[src/rtl/usb_tx_serializer.sv]
// USB full-speed transmit serializer: SYNC, LSB-first shifting, bit stuffing, NRZI and EOP.
// Define USB_TX_CRC16_EN to append a CRC16 (over every byte after the PID) before EOP.
module usb_tx_serializer #(
   parameter int unsigned       DATA_W       = 8,
   parameter int unsigned       CLKS_PER_BIT = 4,
   parameter int unsigned       STUFF_RUN    = 6,
   parameter logic [DATA_W-1:0] SYNC_PATTERN = DATA_W'(8'h80)
) (
   input  logic              clk,
   input  logic              n_rst,
   input  logic              tx_start,
   input  logic [DATA_W-1:0] tx_data,
   input  logic              tx_valid,
   input  logic              tx_last,
   output logic              tx_ready,
   output logic              dp_out,
   output logic              dm_out,
   output logic              tx_oe,
   output logic              busy,
   output logic              underrun
);

   localparam int unsigned CNT_W  = $clog2(CLKS_PER_BIT);
   localparam int unsigned BIT_W  = $clog2(DATA_W + 1);
   localparam int unsigned ONES_W = $clog2(STUFF_RUN + 1);

   typedef enum logic [1:0] {S_IDLE, S_SYNC, S_DATA, S_EOP} state_t;

   state_t              state_q, state_n;
   logic [CNT_W-1:0]    clk_cnt_q, clk_cnt_n;
   logic [DATA_W-1:0]   shreg_q, shreg_n;
   logic [BIT_W-1:0]    bit_cnt_q, bit_cnt_n;
   logic [ONES_W-1:0]   ones_q, ones_n;
   logic [1:0]          eop_cnt_q, eop_cnt_n;
   logic                lvl_q, lvl_n;
   logic [DATA_W-1:0]   hold_q, hold_n;
   logic                hold_full_q, hold_full_n;
   logic                last_acc_q, last_acc_n;
   logic                tx_ready_n, dp_n, dm_n, oe_n, busy_n, underrun_n;

   logic                accept, strobe, snd, snd_bit, load, drain;
   logic [DATA_W-1:0]   load_byte;

`ifdef USB_TX_CRC16_EN
   logic [15:0]         crc_q, crc_n;
   logic                pid_seen_q, pid_seen_n;
   logic [1:0]          crc_idx_q, crc_idx_n;

   // Reflected CRC16 (poly 0x8005 -> 0xA001), data consumed LSB first.
   function automatic logic [15:0] crc16_upd(input logic [15:0] c, input logic [DATA_W-1:0] d);
      logic [15:0] r;
      logic        fb;
      r = c;
      for (int i = 0; i < int'(DATA_W); i++) begin
         fb = r[0] ^ d[i];
         r  = {1'b0, r[15:1]} ^ (fb ? 16'hA001 : 16'h0000);
      end
      return r;
   endfunction
`endif

   // State and datapath register
   always_ff @(posedge clk or negedge n_rst) begin
      if (!n_rst) begin
         state_q     <= S_IDLE;
         clk_cnt_q   <= '0;
         shreg_q     <= '0;
         bit_cnt_q   <= '0;
         ones_q      <= '0;
         eop_cnt_q   <= '0;
         lvl_q       <= 1'b1;
         hold_q      <= '0;
         hold_full_q <= 1'b0;
         last_acc_q  <= 1'b0;
         tx_ready    <= 1'b0;
         dp_out      <= 1'b1;
         dm_out      <= 1'b0;
         tx_oe       <= 1'b0;
         busy        <= 1'b0;
         underrun    <= 1'b0;
`ifdef USB_TX_CRC16_EN
         crc_q       <= '1;
         pid_seen_q  <= 1'b0;
         crc_idx_q   <= '0;
`endif
      end else begin
         state_q     <= state_n;
         clk_cnt_q   <= clk_cnt_n;
         shreg_q     <= shreg_n;
         bit_cnt_q   <= bit_cnt_n;
         ones_q      <= ones_n;
         eop_cnt_q   <= eop_cnt_n;
         lvl_q       <= lvl_n;
         hold_q      <= hold_n;
         hold_full_q <= hold_full_n;
         last_acc_q  <= last_acc_n;
         tx_ready    <= tx_ready_n;
         dp_out      <= dp_n;
         dm_out      <= dm_n;
         tx_oe       <= oe_n;
         busy        <= busy_n;
         underrun    <= underrun_n;
`ifdef USB_TX_CRC16_EN
         crc_q       <= crc_n;
         pid_seen_q  <= pid_seen_n;
         crc_idx_q   <= crc_idx_n;
`endif
      end
   end

   // Next state: decides which bit goes on the line at each strobe
   always_comb begin
      state_n     = state_q;
      clk_cnt_n   = clk_cnt_q;
      shreg_n     = shreg_q;
      bit_cnt_n   = bit_cnt_q;
      ones_n      = ones_q;
      eop_cnt_n   = eop_cnt_q;
      lvl_n       = lvl_q;
      hold_n      = hold_q;
      last_acc_n  = last_acc_q;
      dp_n        = dp_out;
      dm_n        = dm_out;
      underrun_n  = 1'b0;
      snd         = 1'b0;
      snd_bit     = 1'b0;
      load        = 1'b0;
      load_byte   = hold_q;
      drain       = 1'b0;
      accept      = tx_valid & tx_ready;
      strobe      = (clk_cnt_q == CNT_W'(CLKS_PER_BIT - 1));
`ifdef USB_TX_CRC16_EN
      crc_n       = crc_q;
      pid_seen_n  = pid_seen_q;
      crc_idx_n   = crc_idx_q;
`endif

      unique case (state_q)
         S_IDLE: begin
            if (tx_start) begin
               state_n    = S_SYNC;
               clk_cnt_n  = '0;
               last_acc_n = 1'b0;
               snd        = 1'b1;
               snd_bit    = SYNC_PATTERN[0];
               shreg_n    = SYNC_PATTERN >> 1;
               bit_cnt_n  = BIT_W'(1);
`ifdef USB_TX_CRC16_EN
               crc_n      = '1;
               pid_seen_n = 1'b0;
               crc_idx_n  = '0;
`endif
            end
         end
         S_SYNC, S_DATA: begin
            clk_cnt_n = strobe ? '0 : clk_cnt_q + CNT_W'(1);
            if (strobe) begin
               if (state_q == S_DATA && ones_q == ONES_W'(STUFF_RUN)) begin
                  snd     = 1'b1;
                  snd_bit = 1'b0;
               end else if (bit_cnt_q != BIT_W'(DATA_W)) begin
                  snd       = 1'b1;
                  snd_bit   = shreg_q[0];
                  shreg_n   = shreg_q >> 1;
                  bit_cnt_n = bit_cnt_q + BIT_W'(1);
               end else if (hold_full_q) begin
                  load  = 1'b1;
                  drain = 1'b1;
`ifdef USB_TX_CRC16_EN
               end else if (last_acc_q && crc_idx_q != 2'd2) begin
                  load      = 1'b1;
                  load_byte = (crc_idx_q == 2'd0) ? DATA_W'(~crc_q) : DATA_W'((~crc_q) >> 8);
                  crc_idx_n = crc_idx_q + 2'd1;
`endif
               end else begin
                  state_n    = S_EOP;
                  eop_cnt_n  = '0;
                  dp_n       = 1'b0;
                  dm_n       = 1'b0;
                  underrun_n = ~last_acc_q;
               end
            end
         end
         S_EOP: begin
            clk_cnt_n = strobe ? '0 : clk_cnt_q + CNT_W'(1);
            if (strobe) begin
               case (eop_cnt_q)
                  2'd0: eop_cnt_n = 2'd1;
                  2'd1: begin
                     eop_cnt_n = 2'd2;
                     lvl_n     = 1'b1;
                     dp_n      = 1'b1;
                     dm_n      = 1'b0;
                  end
                  default: begin
                     state_n   = S_IDLE;
                     eop_cnt_n = '0;
                     ones_n    = '0;
                     bit_cnt_n = '0;
                     clk_cnt_n = '0;
                  end
               endcase
            end
         end
      endcase

      if (load) begin
         snd       = 1'b1;
         snd_bit   = load_byte[0];
         shreg_n   = load_byte >> 1;
         bit_cnt_n = BIT_W'(1);
         state_n   = S_DATA;
      end

      // NRZI: a 0 toggles the line, a 1 holds it
      if (snd) begin
         lvl_n  = snd_bit ? lvl_q : ~lvl_q;
         ones_n = !snd_bit ? '0 :
                  (ones_q < ONES_W'(STUFF_RUN)) ? ones_q + ONES_W'(1) : ones_q;
         dp_n   = lvl_n;
         dm_n   = ~lvl_n;
      end

      hold_full_n = accept | (hold_full_q & ~drain);
      if (accept) begin
         hold_n = tx_data;
         if (tx_last) last_acc_n = 1'b1;
      end
`ifdef USB_TX_CRC16_EN
      if (accept) begin
         pid_seen_n = 1'b1;
         if (pid_seen_q) crc_n = crc16_upd(crc_q, tx_data);
      end
`endif

      busy_n     = (state_n != S_IDLE);
      oe_n       = busy_n;
      tx_ready_n = ~hold_full_n & ~last_acc_n & (state_n == S_SYNC || state_n == S_DATA);
   end

endmodule

[config.mk]
export PLATFORM = sky130hd
export DESIGN_NAME = usb_tx_serializer
export DESIGN_NICKNAME = d
export VERILOG_FILES = /design/src/rtl/usb_tx_serializer.sv
export SDC_FILE = /design/constraint.sdc
export NUM_CORES = 1
export LEC_CHECK = 0
export CORE_AREA = 3 3 80 82
export DETAILED_ROUTE_END_ITERATION = 12
export DIE_AREA = 0 0 83 85
export SLEW_MARGIN = 15
export SYNTH_ARGS = -nofsm -noshare
export SYNTH_HDL_FRONTEND = slang
export SYNTH_SLANG_ARGS = --single-unit
[constraint.sdc]
create_clock -name clk -period 3.45 [get_ports clk]
set_input_delay 0.5175 -clock clk [delete_from_list [all_inputs] [get_ports clk]]
set_output_delay 0.5175 -clock clk [all_outputs]
set_load 0.01 [all_outputs]
==> impl_metrics.json, run 1 <==
{
  "status": "completed",
  "worst_slew_pin_slew_ps": 817,
  "synth.top_cells.by_area": "dfrtp_1 (43%), ha_1 (6.3%), mux2_2 (4.6%), nand2_1 (3.8%), o21ai_0 (3.5%)",
  "ys_types": 48,
  "layout_min_cycle_time_ps": 2520,
  "irDropWorstVdd_mv": 0.267,
  "yosys_warnings": 0,
  "grt_antenna_before_repair": 0,
  "io_pins": 19,
  "cts_tree": "built",
  "grt_overflow": 0,
  "dp.cells": 286,
  "drc": 0,
  "drt_iter0_markers": 72,
  "insertion_delay_ps": 290,
  "crit_type": "flip-flop to flip-flop",
  "max-slew-margin-rel": 0.455,
  "grt_usage": 0.121,
  "core_mm2": 0.00582,
  "finalCritPeriodShare": 0.731,
  "syn_nets": 222,
  "cts_resized": 0,
  "numPortBuffers": 18,
  "whs_ps": 304,
  "cts_hold_buf": 0,
  "startpoint": "clk_cnt_q[0]$_DFFE_PN0P_",
  "ys.flop_type": "dfrtp_1",
  "antenna_cells": 0,
  "yosysTopAreaCell": "dfrtp_1",
  "ys_ff_latch": 36,
  "hold_path_class": "input port to async pin",
  "start_kind": "flip-flop",
  "synthToLayoutAreaGrowth_pct": 16.7,
  "synth_mux_area_frac": 0.0557,
  "worst_ep_required_time_ps": 3660,
  "p_per_area_mw_per_mm2": 608,
  "async_reset_ff_frac": 1.00,
  "routed_via_density": 5.21,
  "grt_setup_unrepaired": "false",
  "syn_area_per_cell_um2": 9.93,
  "power_mw": 1.40,
  "yosysTopAreaCellShare": 0.430,
  "clk_pin_slew_worst_paths_ps": 80,
  "synth-edff-count": 0,
  "yosys.area_share.simple": 0.196,
  "first_pass_iters": 4,
  "netlist_instances": 199,
  "clockBufferDepth": 2,
  "die-area_mm2": 0.00706,
  "final_hold_viol_count": 0,
  "synthAdderAreaFrac": 0.0633,
  "fin_worst_skew_ps": 3.67,
  "hpwlAfterDp_mm": 2.88,
  "fin_nets": 241,
  "ant_nets": 0,
  "die_h_um": 85,
  "synth_top_family_by_area": "simple AND/OR/NAND/NOR gates",
  "rows": 28,
  "seq_area_frac_synth": 0.457,
  "max_cap_violations": 0,
  "clockRootBuffer": "clkbuf_8",
  "syn_area_mm2": 0.00198,
  "slew_viol_final": 0,
  "critical_path.max_stage_delay_ps": 630,
  "wl_mm": 3.97,
  "path_max_fanout": 14,
  "fmax_mhz": 397,
  "setup_violations": 0,
  "synth_compound_area_frac": 0.181,
  "fin_tns_setup_ps": 0,
  "reg2reg_from": "clk_cnt_q[0]$_DFFE_PN0P_",
  "htree_num_levels": 2,
  "final_cell_mix": "dfrtp_1 (34), nand2_1 (20), nor2_1 (18)",
  "grt_start_max_net_pins": 37,
  "path_cells": "ha_1, nand2_2, or4b_4, a221oi_4, nor2_1, a31oi_1",
  "critPathCaptureType": "flip-flop",
  "die_w_um": 83,
  "final_common_cell": "dfrtp_1",
  "vias": 1533,
  "final_layout_size_suffix_gt1_frac": 0.146,
  "wl_per_cell_um": 13.5,
  "final_cells": 294,
  "cts_made_buffers": 5,
  "cts_sinks": 36,
  "postCtsSetupBuffers": 0,
  "cp_slowest_cell": "or4b_4",
  "grt_pass1_wl_mm": 7.00,
  "cp.arrival_ps": 2730,
  "gp_congestion": 0.814,
  "synthXorXnorAreaFrac": 0,
  "grt_pass1_vias": 1459,
  "start_util": 0.340,
  "power_leakage_nw": 1.04
}
-- stage by stage --
stage / utilization / setup WS, ps / instance area (µm²)
final: 0.397 / 929 / 2310
after global routing: 0.397 / 716 / 2310
after CTS: 0.397 / 910 / 2310
after global placement: 0.381 / 943 / 2210
after floorplan: - / 1140 / 1980
after detailed placement: 0.381 / 917 / 2210
-- path summary, 6_finish.rpt --
check	endpoint	slack [ps]	cells past startpoint
min	ones_q[0]$_DFFE_PN0P_	300	1
max	shreg_q[2]$_DFFE_PN0P_	930	6
max reg2reg	shreg_q[2]$_DFFE_PN0P_	930	6
min in group clk	underrun$_DFF_PN0_	440	1
min reg2reg	underrun$_DFF_PN0_	440	1
max in group asynchronous	bit_cnt_q[1]$_DFFE_PN0P_	2610	1
-- power breakdown --
group	leakage (nW)	internal (mW)	switching (mW)	total [mW]
clock network	0.0404	0.143	0.163	0.305
registers	0.463	0.518	0.0526	0.571
logic	0.532	0.229	0.297	0.526
total	1.04	0.890	0.512	1.40
-- layout make-up --
cell class,instances,area [µm²]
fillers,621,3510
well taps,75,93.8
flip-flops and latches,36,903
clock inverters,3,23.8
multi-input cells,144,986
clock buffers,5,68.8
repair buffers,20,190
inverters,11,41.3
-- logic make-up after synthesis --
| kind of cell | after synthesis |
|---|---|
| buf+inv | 19 |
| flops | 36 |
| mux | 10 |
| fa+ha+maj | 10 |
| compound gates | 50 |
| simple gates | 74 |
-- synthesized netlist by cell type (3+ instances only) --
cell type	number
nand2_1	20
nand3b_1	3
a21oi_1	6
ha_1	10
o211ai_1	3
nor2_1	18
inv_1	11
a31oi_1	7
mux2_2	8
o21ai_0	14
o2bb2ai_1	3
dfrtp_1	34
nand3_1	12
nor3_1	3
nor2b_1	3
clkbuf_1	4
-- sequential cells by signal, summed over array words and instances, names as in the netlist --
register     cells
underrun         1
last_acc_q       1
lvl_q            1
dp_out           1
tx_ready         1
busy             1
ones_q           3
hold_full_q      1
hold_q           8
dm_out           1
clk_cnt_q        2
bit_cnt_q        4
shreg_q          7
eop_cnt_q        2
state_q          2
-- critical path: cells and delay by family, from the launching register on --
family          cells  cell delay [ps]
fa+ha+maj           1              430
compound gates      2              760
simple gates        3              870
flops               1              380
-- routing by layer --
metal,GRT usage,routed length [µm],up-vias
met4,0.0312,36,0
met1,0.165,1910,752
li1,-,-,750
met2,0.194,1850,27
met3,0.0301,167,4
met5,0,0,-
Power figures use the tool's default switching activity.
==> run 2: changes to the inputs <==
clock period = 2.43 ns   (was 3.45 ns; I/O delays follow)
==> run 2 against run 1 <==
Fmax increased by 14%. Non-clock buffer count up 5. Via count down 1.4%. Combinational power is 47% higher. Cell count increased by 1.7%. Flip-flop and latch count is the same. Cell area up 1.8%. Clock power up 44%. Setup slack worse by 720 ps. Die area unchanged. Total power increased by 44%. Critical path type unchanged. Largest power group unchanged. Highest routed layer unchanged.
==> impl_metrics.json, run 2 (same netlist as run 1, synthesis figures left out) <==
{
  "antenna_cells": 0,
  "clockRootBuffer": "clkbuf_8",
  "htree_num_levels": 2,
  "critPathCaptureType": "flip-flop",
  "drc": 0,
  "p_per_area_mw_per_mm2": 860,
  "gp_congestion": 0.853,
  "regMostFlops": "hold_q",
  "wl_mm": 3.90,
  "reg.largest.list": "hold_q: 8 flops, shreg_q: 7 flops, bit_cnt_q: 4 flops",
  "final_layout_size_suffix_gt1_frac": 0.165,
  "numPortBuffers": 18,
  "power_leakage_nw": 1.06,
  "worst_slew_pin_slew_ps": 810,
  "whs_ps": 161,
  "ant_nets": 0,
  "cp_slowest_cell": "or4_1",
  "final_util": 0.404,
  "status": "completed",
  "worst_ep_required_time_ps": 2630,
  "crit_type": "flip-flop to flip-flop",
  "start_kind": "flip-flop",
  "path_max_fanout": 10,
  "cp.arrival_ps": 2420,
  "core_mm2": 0.00582,
  "clockBufferDepth": 2,
  "largest_register_ffs": 8,
  "finalCritPeriodShare": 0.913,
  "final_common_cell": "dfrtp_1",
  "irDropWorstVdd_mv": 0.389,
  "die_h_um": 85,
  "grt_pass1_wl_mm": 7.23,
  "grt_antenna_before_repair": 0,
  "setup_violations": 0,
  "post-route-cell-area_mm2": 0.00235,
  "path_cells": "inv_1, ha_1, nand2_2, or4b_4, buf_4, nand2_1, or4_1, o31ai_1",
  "power_mw": 2.02,
  "fin_worst_skew_ps": 6.37,
  "io_pins": 19,
  "cts_made_buffers": 5,
  "rows": 28,
  "die-area_mm2": 0.00706,
  "die_w_um": 83,
  "insertion_delay_ps": 290,
  "cts_sinks": 36,
  "cts_hold_buf": 0,
  "start_util": 0.340,
  "grt_setup_unrepaired": "false",
  "hpwlAfterDp_mm": 2.84,
  "final_hold_viol_count": 0,
  "max-slew-margin-rel": 0.460,
  "grt_overflow": 0,
  "cts_tree": "built",
  "slew_viol_final": 0,
  "critical_path.max_stage_delay_ps": 540,
  "synthToLayoutAreaGrowth_pct": 18.8,
  "worst-r2r-cell-count": 8,
  "grt_usage": 0.126,
  "hold_path_class": "input port to async pin",
  "final_cell_mix": "dfrtp_1 (34), nand2_1 (20), nor2_1 (18)",
  "layout_min_cycle_time_ps": 2220,
  "fmax_mhz": 451,
  "drt_iter0_markers": 115,
  "vias": 1512,
  "grt_pass1_vias": 1533,
  "fin_tns_setup_ps": 0,
  "reg2reg_from": "state_q[1]$_DFF_PN0_",
  "wl_per_cell_um": 13.0,
  "dpl_cell_area_mm2": 0.00224,
  "max_cap_violations": 0,
  "clk_pin_slew_worst_paths_ps": 80,
  "first_pass_iters": 4,
  "regToRegSetupSlack_ps": 210,
  "fin_nets": 246,
  "routed_via_density": 5.06,
  "grt_start_max_net_pins": 37,
  "r2r_end": "bit_cnt_q[3]$_DFFE_PN0P_"
}
[run 2: timing repair]
item                                    in CTS  in global routing
setup buffers                                0                  1
endpoints found under the setup margin       0                  6
gates resized for setup                      0                  1
[run 2: layout make-up]
type | instances | area [µm²]
Timing Repair Buffer | 25 | 231
Clock buffer | 5 | 68.8
Inverter | 11 | 41.3
Sequential cell | 36 | 903
Fill cell | 612 | 3470
Multi-Input combinational cell | 144 | 986
Clock inverter | 3 | 23.8
Tap cell | 75 | 93.8
[run 2: stage by stage]
| step | cells | worst slack, ps |
|---|---|---|
| 3_3_place_gp | 290 | 155 |
| 4_1_cts | 298 | 122 |
| 5_1_grt | 299 | 65.2 |
| 6_report | 299 | 210 |
| 2_1_floorplan | 199 | 120 |
| 3_5_place_dp | 290 | 124 |
[run 2: worst max-delay path by stage]
stage	depth (start not counted)	from	to
4_1_cts	8	ones_q[0]$_DFFE_PN0P_	shreg_q[5]$_DFFE_PN0P_
5_1_grt	8	state_q[1]$_DFF_PN0_	shreg_q[2]$_DFFE_PN0P_
3_5_place_dp	8	ones_q[0]$_DFFE_PN0P_	shreg_q[3]$_DFFE_PN0P_
3_3_place_gp	8	ones_q[0]$_DFFE_PN0P_	shreg_q[2]$_DFFE_PN0P_
6_report	8	state_q[1]$_DFF_PN0_	bit_cnt_q[3]$_DFFE_PN0P_
2_1_floorplan	10	state_q[0]$_DFF_PN0_	tx_ready$_DFF_PN0_
[run 2: worst max-delay path, delay by kind of cell (launching register included)]
kind	cells	cell delay [ps]
DFF	1	400
buffers and inverters	2	280
and+or+nand+nor	4	920
AOI/OAI and AO/OA	1	260
adders and majority gates	1	270
[run 2: per-layer routing]
metal	up-vias	wire (µm)	global-route usage
li1	761	-	-
met2	35	1770	0.192
met3	5	205	0.0340
met5	-	0	0
met4	0	57	0.0535
met1	711	1870	0.170
[run 2: power breakdown]
group	switching [mW]	internal, mW
clock network	0.235	0.203
logic	0.423	0.350
registers	0.0725	0.735
==> run 3: changes to the inputs <==
SLEW_MARGIN = 20   (was 15)
==> results of run 3 <==
Same layout as run 2: the final DEF is identical, and so are final timing and power.
